## config.mk

```make
export PLATFORM = sky130hd
export DESIGN_NAME = bs_loader
export DESIGN_NICKNAME = d
export VERILOG_FILES = /design/src/rtl/bs_pkg.sv /design/src/rtl/bs_crc16.sv /design/src/rtl/bs_loader.sv
export SDC_FILE = /design/constraint.sdc
export NUM_CORES = 1
export LEC_CHECK = 0
export ABC_CLOCK_PERIOD_IN_PS = 4640
export BUFFER_PORTS_ARGS = -buffer_cell sky130_fd_sc_hd__buf_4
export CAP_MARGIN = 20
export CORE_MARGIN = 2
export CORE_UTILIZATION = 30
export DETAILED_ROUTE_END_ITERATION = 10
export SKIP_CTS_REPAIR_TIMING = 1
export SLEW_MARGIN = 25
export SYNTH_ARGS = -nofsm -noshare
export SYNTH_HDL_FRONTEND = slang
export SYNTH_SLANG_ARGS = --single-unit
```

## constraint.sdc

```tcl
create_clock -name clk -period 4.64 [get_ports clk]
set_clock_uncertainty 0.05 [all_clocks]
set_input_delay 0.232 -clock clk [delete_from_list [all_inputs] [get_ports clk]]
set_output_delay 0.232 -clock clk [all_outputs]
set_load 0.05 [all_outputs]
```

## src/rtl/bs_pkg.sv

```systemverilog
// Shared types and constants for the configuration bitstream loader:
// FSM state encoding, CRC-16 constants, default word width and a
// single-bit CRC update helper.
package bs_pkg;

    localparam int unsigned WORD_W_DEFAULT = 8;

    localparam logic [15:0] CRC_POLY = 16'h1021;
    localparam logic [15:0] CRC_INIT = 16'hFFFF;

    typedef enum logic [1:0] {
        ST_IDLE   = 2'd0,
        ST_LOAD   = 2'd1,
        ST_VERIFY = 2'd2,
        ST_DONE   = 2'd3
    } state_t;

    // One step of a bit-serial, MSB-first CRC-16 over CRC_POLY.
    function automatic logic [15:0] crc16_step(input logic [15:0] crc, input logic din);
        logic fb;
        fb = crc[15] ^ din;
        return {crc[14:0], 1'b0} ^ (fb ? CRC_POLY : 16'h0000);
    endfunction

endpackage

```

## src/rtl/bs_crc16.sv

```systemverilog
// Bit-serial CRC-16 accumulator (poly CRC_POLY, init CRC_INIT).
// Ports:
//   clk, reset : clock, synchronous active-high reset (reloads CRC_INIT)
//   clr        : reload CRC_INIT on the next edge (wins over en)
//   en         : fold din into the CRC on the next edge
//   din        : serial data bit
//   crc[15:0]  : current CRC value (registered)
module bs_crc16
    import bs_pkg::*;
(
    input  logic        clk,
    input  logic        reset,
    input  logic        clr,
    input  logic        en,
    input  logic        din,
    output logic [15:0] crc
);

    logic [15:0] crc_q;
    logic [15:0] crc_d;

    // Next CRC value.
    always_comb begin
        crc_d = crc_q;
        if (clr) begin
            crc_d = CRC_INIT;
        end else if (en) begin
            crc_d = crc16_step(crc_q, din);
        end
    end

    // CRC register.
    always_ff @(posedge clk) begin
        if (reset) begin
            crc_q <= CRC_INIT;
        end else begin
            crc_q <= crc_d;
        end
    end

    assign crc = crc_q;

endmodule

```

## src/rtl/bs_loader.sv

```systemverilog
// Configuration bitstream loader: accepts WORD_W-bit words over valid/ready
// and shifts them MSB-first into the configuration chain, raising config_en
// only on cycles that present a real bit. A one-word holding buffer refills
// the shifter on its last-bit edge so streaming words cause no bubble.
// Optional readback (macro BS_READBACK_EN): after loading, the chain is
// recirculated once (bs_in = bs_ret) and a CRC of the returned bits is
// compared against a CRC of the loaded bits; error flags a mismatch.
// Ports:
//   clk, reset            : clock, synchronous active-high reset
//   start                 : begin a load (honoured only while not busy)
//   word_data/valid/ready : configuration word handshake
//   config_en, bs_in      : chain shift enable and serial data
//   bs_ret                : chain tail bit (used only with BS_READBACK_EN)
//   busy, done, error     : status; error is meaningful while done=1
module bs_loader
    import bs_pkg::*;
#(
    parameter int unsigned BS_BITS = 576,
    parameter int unsigned WORD_W  = WORD_W_DEFAULT
) (
    input  logic              clk,
    input  logic              reset,
    input  logic              start,
    input  logic [WORD_W-1:0] word_data,
    input  logic              word_valid,
    output logic              word_ready,
    output logic              config_en,
    output logic              bs_in,
    input  logic              bs_ret,
    output logic              busy,
    output logic              done,
    output logic              error
);

    localparam int unsigned N_WORDS = BS_BITS / WORD_W;
    localparam int unsigned BCNT_W  = $clog2(BS_BITS + 1);
    localparam int unsigned SCNT_W  = $clog2(WORD_W + 1);

    if ((BS_BITS % WORD_W) != 0) begin : g_bad_len
        $error("bs_loader: BS_BITS must be a multiple of WORD_W");
    end

    state_t              state_q, state_d;
    logic [WORD_W-1:0]   sh_q, sh_d;
    logic [SCNT_W-1:0]   sh_cnt_q, sh_cnt_d;
    logic [WORD_W-1:0]   buf_q, buf_d;
    logic                buf_vld_q, buf_vld_d;
    logic [BCNT_W-1:0]   bit_cnt_q, bit_cnt_d;
    logic [BCNT_W-1:0]   wcnt_q, wcnt_d;

    logic word_ready_q, word_ready_d;
    logic config_en_q, config_en_d;
    logic bs_in_q, bs_in_d;
    logic busy_q, busy_d;
    logic done_q, done_d;
    logic error_q, error_d;
    logic load_shift_d;

    logic start_ok;
    logic accept;
    logic shifting;
    logic last_bit;
    logic load_end;

    assign start_ok = start && ((state_q == ST_IDLE) || (state_q == ST_DONE));
    assign accept   = word_valid && word_ready_q;
    assign shifting = (state_q == ST_LOAD) && (sh_cnt_q != '0);
    assign last_bit = shifting && (sh_cnt_q == SCNT_W'(1));
    assign load_end = shifting && (bit_cnt_q == BCNT_W'(BS_BITS - 1));

`ifdef BS_READBACK_EN
    logic        verify_end;
    logic [15:0] crc_load;
    logic [15:0] crc_ret;

    assign verify_end = (state_q == ST_VERIFY) && (bit_cnt_q == BCNT_W'(BS_BITS - 1));

    // CRC over every bit shifted into the chain during LOAD.
    bs_crc16 u_crc_load (
        .clk   (clk),
        .reset (reset),
        .clr   (start_ok),
        .en    (shifting),
        .din   (sh_q[WORD_W-1]),
        .crc   (crc_load)
    );

    // CRC over the bits returned by the chain tail during VERIFY.
    bs_crc16 u_crc_ret (
        .clk   (clk),
        .reset (reset),
        .clr   (start_ok),
        .en    (state_q == ST_VERIFY),
        .din   (bs_ret),
        .crc   (crc_ret)
    );
`else
    logic unused_bs_ret;
    assign unused_bs_ret = bs_ret;
`endif

    // State register.
    always_ff @(posedge clk) begin
        if (reset) begin
            state_q <= ST_IDLE;
        end else begin
            state_q <= state_d;
        end
    end

    // Next-state logic.
    always_comb begin
        state_d = state_q;
        case (state_q)
            ST_IDLE: begin
                if (start_ok) state_d = ST_LOAD;
            end
            ST_LOAD: begin
                if (load_end) begin
`ifdef BS_READBACK_EN
                    state_d = ST_VERIFY;
`else
                    state_d = ST_DONE;
`endif
                end
            end
`ifdef BS_READBACK_EN
            ST_VERIFY: begin
                if (verify_end) state_d = ST_DONE;
            end
`endif
            ST_DONE: begin
                if (start_ok) state_d = ST_LOAD;
            end
            default: state_d = ST_IDLE;
        endcase
    end

    // Shifter, holding buffer and counters.
    always_comb begin
        sh_d      = sh_q;
        sh_cnt_d  = sh_cnt_q;
        buf_d     = buf_q;
        buf_vld_d = buf_vld_q;
        bit_cnt_d = bit_cnt_q;
        wcnt_d    = wcnt_q;
        if (start_ok) begin
            sh_d      = '0;
            sh_cnt_d  = '0;
            buf_d     = '0;
            buf_vld_d = 1'b0;
            bit_cnt_d = '0;
            wcnt_d    = '0;
        end else begin
            if (shifting) begin
                sh_d      = sh_q << 1;
                sh_cnt_d  = sh_cnt_q - SCNT_W'(1);
                bit_cnt_d = bit_cnt_q + BCNT_W'(1);
            end
            // A word goes straight to the shifter if it will be empty after
            // this edge; the buffer is only ever filled behind a busy shifter.
            if (accept) begin
                wcnt_d = wcnt_q + BCNT_W'(1);
                if ((sh_cnt_q == '0) || last_bit) begin
                    sh_d     = word_data;
                    sh_cnt_d = SCNT_W'(WORD_W);
                end else begin
                    buf_d     = word_data;
                    buf_vld_d = 1'b1;
                end
            end else if (last_bit && buf_vld_q) begin
                sh_d      = buf_q;
                sh_cnt_d  = SCNT_W'(WORD_W);
                buf_vld_d = 1'b0;
            end
`ifdef BS_READBACK_EN
            // The bit counter is reused to time the recirculation pass.
            if (load_end) begin
                bit_cnt_d = '0;
            end
            if (state_q == ST_VERIFY) begin
                bit_cnt_d = bit_cnt_q + BCNT_W'(1);
            end
`endif
        end
    end

    // Output next values, derived from next state so every output is a flop.
    always_comb begin
        load_shift_d = (state_d == ST_LOAD) && (sh_cnt_d != '0);
        word_ready_d = (state_d == ST_LOAD) && !buf_vld_d && (wcnt_d < BCNT_W'(N_WORDS));
        config_en_d  = load_shift_d;
        bs_in_d      = load_shift_d && sh_d[WORD_W-1];
        busy_d       = (state_d == ST_LOAD);
        done_d       = (state_d == ST_DONE);
        error_d      = 1'b0;
`ifdef BS_READBACK_EN
        if (state_d == ST_VERIFY) begin
            config_en_d = 1'b1;
            busy_d      = 1'b1;
        end
        // The returned CRC still lacks the bit consumed on the final edge.
        error_d = error_q;
        if (start_ok) begin
            error_d = 1'b0;
        end else if (verify_end) begin
            error_d = (crc_load != crc16_step(crc_ret, bs_ret));
        end
`endif
    end

    // Datapath and output registers.
    always_ff @(posedge clk) begin
        if (reset) begin
            sh_q         <= '0;
            sh_cnt_q     <= '0;
            buf_q        <= '0;
            buf_vld_q    <= 1'b0;
            bit_cnt_q    <= '0;
            wcnt_q       <= '0;
            word_ready_q <= 1'b0;
            config_en_q  <= 1'b0;
            bs_in_q      <= 1'b0;
            busy_q       <= 1'b0;
            done_q       <= 1'b0;
            error_q      <= 1'b0;
        end else begin
            sh_q         <= sh_d;
            sh_cnt_q     <= sh_cnt_d;
            buf_q        <= buf_d;
            buf_vld_q    <= buf_vld_d;
            bit_cnt_q    <= bit_cnt_d;
            wcnt_q       <= wcnt_d;
            word_ready_q <= word_ready_d;
            config_en_q  <= config_en_d;
            bs_in_q      <= bs_in_d;
            busy_q       <= busy_d;
            done_q       <= done_d;
            error_q      <= error_d;
        end
    end

    assign word_ready = word_ready_q;
    assign config_en  = config_en_q;
    assign busy       = busy_q;
    assign done       = done_q;
    assign error      = error_q;

`ifdef BS_READBACK_EN
    // During VERIFY the chain tail feeds straight back to its head.
    assign bs_in = (state_q == ST_VERIFY) ? bs_ret : bs_in_q;
`else
    assign bs_in = bs_in_q;
`endif

endmodule

```

==> impl_metrics.py <==
metrics = {
    "routing": {
        "routed_wirelength_um": 4800,
        "ant_nets": 0,
        "firstDrtPassIters": 4,
        "via_per_inst": 4.94,
        "drtIter0Drc": 66,
        "vias": 1906,
        "route.detailed.drc": 0,
        "avgRoutedWirePerCell_um": 12.4,
    },
    "yosys": {
        "syn_area_mm2": 0.00238,
        "synth.distinct_cells": 53,
        "ys_ff_latch": 48,
        "async_reset_ff_share_pct": 0,
        "synth_warnings": 0,
        "synth_area_leaders": "dfxtp_1 40%, nand2_1 7.0%, nor4_2 4.7%, nor3_1 4.2%, nor2_1 3.8%",
        "synth_edf_count": 0,
        "synth_most_common_cell": "dfxtp_1",
        "netlist.area_leader.share_pct": 40.4,
        "synth_flop_cell": "dfxtp_1",
        "syn_nets": 294,
        "synthCells": 275,
        "synth_commonest_cells": "48 x dfxtp_1, 44 x nand2_1, 24 x nor2_1",
        "yosysTopAreaCell": "dfxtp_1",
        "syn_avg_cell_area_um2": 8.64,
        "ys_seq_area_share_pct": 40.4,
    },
    "timing": {
        "rsz0062_at_grt": "false",
        "setup_ws_ps": 2400,
        "fin_setup_tns_ps": 0,
        "max-slew-margin-rel_pct": 41.9,
        "report.final.setup_viol": 0,
        "worst_pin_slew_ps": 872,
        "fin_crit_sh_pct": 48.2,
        "fin_crit_ps": 2240,
        "slew_viol_final": 0,
        "hold_viol": 0,
        "timing.fmax_mhz": 447,
    },
    "clock_tree": {
        "cts_tree": "yes",
        "insertion_delay_ps": 300,
        "clk_transition_reported_paths_ps": 80,
        "cts_made_buffers": 5,
        "cts_num_sinks": 48,
        "cts_root_buf": "clkbuf_8",
        "cts_buffer_depth": 2,
        "htree_levels": 2,
    },
    "floorplanning": {
        "core_mm2": 0.00769,
        "dieArea_mm2": 0.00865,
        "die_x_um": 93.0,
        "die_y_um": 93.0,
        "row_count": 32,
        "start_util_pct": 30.9,
        "ios": 19,
    },
    "setup_path": {
        "cp-start-kind": "flop",
        "worst_r2r_endpoint": "bs_in$_SDFF_PP0_",
        "critical_path_class": "flop to flop",
        "crit_path_max_fanout": 10,
        "r2r_start": "sh_cnt_q[0]$_SDFF_PP0_",
        "crit_path_start": "sh_cnt_q[0]$_SDFF_PP0_",
        "required_ps": 4760,
        "rrSetupSlack_ps": 2400,
        "worstSetupEndpoint": "bs_in$_SDFF_PP0_",
        "arrival_ps": 2350,
        "cp-end-kind": "flop",
        "reg2reg_depth": 7,
    },
    "global_routing": {
        "grt_use_met1_pct": 15.5,
        "grt_use_met3_pct": 2.98,
        "grt_pass1_wl_um": 8480,
        "antenna_found_initial": 0,
        "track_usage_pct": 12.1,
        "met2_usage_pct": 19.7,
        "grt_max_degree": 19,
        "grt_busiest_layer": "met2",
        "overflow": 0,
        "grt_pass1_vias": 1856,
    },
    "layout": {
        "area_growth_pct": 10.5,
        "layout.nets": 305,
        "drive_gt1_share_pct": 14.1,
        "n_antenna_cell": 0,
        "fin_area_mm2": 0.00263,
    },
    "place": {
        "gp_congestion": 0.769,
        "place_area_mm2": 0.00256,
        "place_ws_ps": 2340,
        "portBuffers": 16,
        "post-dp-hpwl_um": 3470,
    },
    "worst_hold_path": {
        "hold_class": "primary input to flop",
    },
    "power_and_ir_drop": {
        "irDropWorstVdd_mv": 0.125,
        "p_leak_nw": 0.891,
        "power_density_mw_per_mm2": 290,
    },
    "job": {
        "cap_violations": 0,
    },
    "status": {
        "outcome": "complete, no violations",
    },
}
==> flip-flops by register name, indices dropped and copies added (netlist names) <==
| name | cells |
|---|---|
| sh_q | 8 |
| config_en | 1 |
| sh_cnt_q | 4 |
| word_ready | 1 |
| busy | 1 |
| done | 1 |
| buf_q | 8 |
| wcnt_q | 10 |
| bs_in | 1 |
| buf_vld_q | 1 |
| bit_cnt_q | 10 |
| state_q | 2 |
==> worst max-delay path, stage by stage (launching register included) <==
cell and delay (ps):
dfxtp_1 370, inv_1 80, ha_1 280, and2b_2 290
nand4_4 200, o21a_1 230, a221oi_1 490, nor4_2 100
==> cell families (layout without fill, tap and decap cells) <==
kind of cell,Yosys count,in the layout,share of synthesized area (%)
AOI/OAI and AO/OA,35,35,9.85
xor gates and xnor gates,19,19,7.00
adders and majority gates,6,6,3.16
buffers and inverters,21,30,4.42
DFF,48,48,40.4
muxes,3,3,1.26
other,1,1,0.158
and+or+nand+nor,142,142,33.7
==> placed cells by master (no fill, tap or decap), types with 6 or more instances in the layout <==
master	n
dfxtp_1	48
nand2_1	44
nor2_1	24
nor3_1	20
buf_4	17
a21oi_1	15
xnor2_1	10
xor2_1	9
nor4_2	9
inv_1	8
and3_1	8
nand3_1	7
ha_1	6
==> how the worst min path moves through the flow <==
| stage | startpoint | to | slack [ps] | cells after the start |
|---|---|---|---|---|
| floorplan | reset | buf_vld_q$_SDFF_PP0_ | 250 | 1 |
| global placement | buf_q[0]$_SDFFE_PP0P_ | buf_q[0]$_SDFFE_PP0P_ | 390 | 2 |
| detailed placement | buf_q[0]$_SDFFE_PP0P_ | buf_q[0]$_SDFFE_PP0P_ | 400 | 2 |
| CTS | reset | wcnt_q[8]$_SDFF_PP0_ | 90 | 2 |
| global route | reset | state_q[1]$_SDFF_PP0_ | 90 | 2 |
| finish | reset | wcnt_q[8]$_SDFF_PP0_ | 100 | 2 |
==> layout make-up <==
cell class | count | area [um2]
repair buffers | 17 | 128
flip-flops and latches | 48 | 961
multi-input cells | 206 | 1310
clock buffers | 5 | 68.8
inverters | 8 | 30.0
fillers | 825 | 5060
well taps | 102 | 128
==> through the flow <==
step,cells,hold slack [ps],total power [W],util [%]
floorplan,275,254,0.000519,-
global placement,381,393,0.000545,33.3
detailed placement,381,397,0.000546,33.3
CTS,386,91.5,0.000773,34.1
global route,386,89.0,0.000799,34.1
finish,386,95.6,0.000761,34.1
==> routing by layer <==
metal,share of wire (%),up-vias
li1,-,971
met1,48,910
met2,47,20
met3,2.7,5
met4,1.4,0
met5,0,-
==> power breakdown <==
part | switching [W] | leakage (nW) | internal [W]
clock | 0.000128 | 0.0359 | 0.0000974
combinational | 0.0000678 | 0.467 | 0.0000388
sequential | 0.00000742 | 0.388 | 0.000421
No activity file was read; power rests on OpenSTA's default activity.
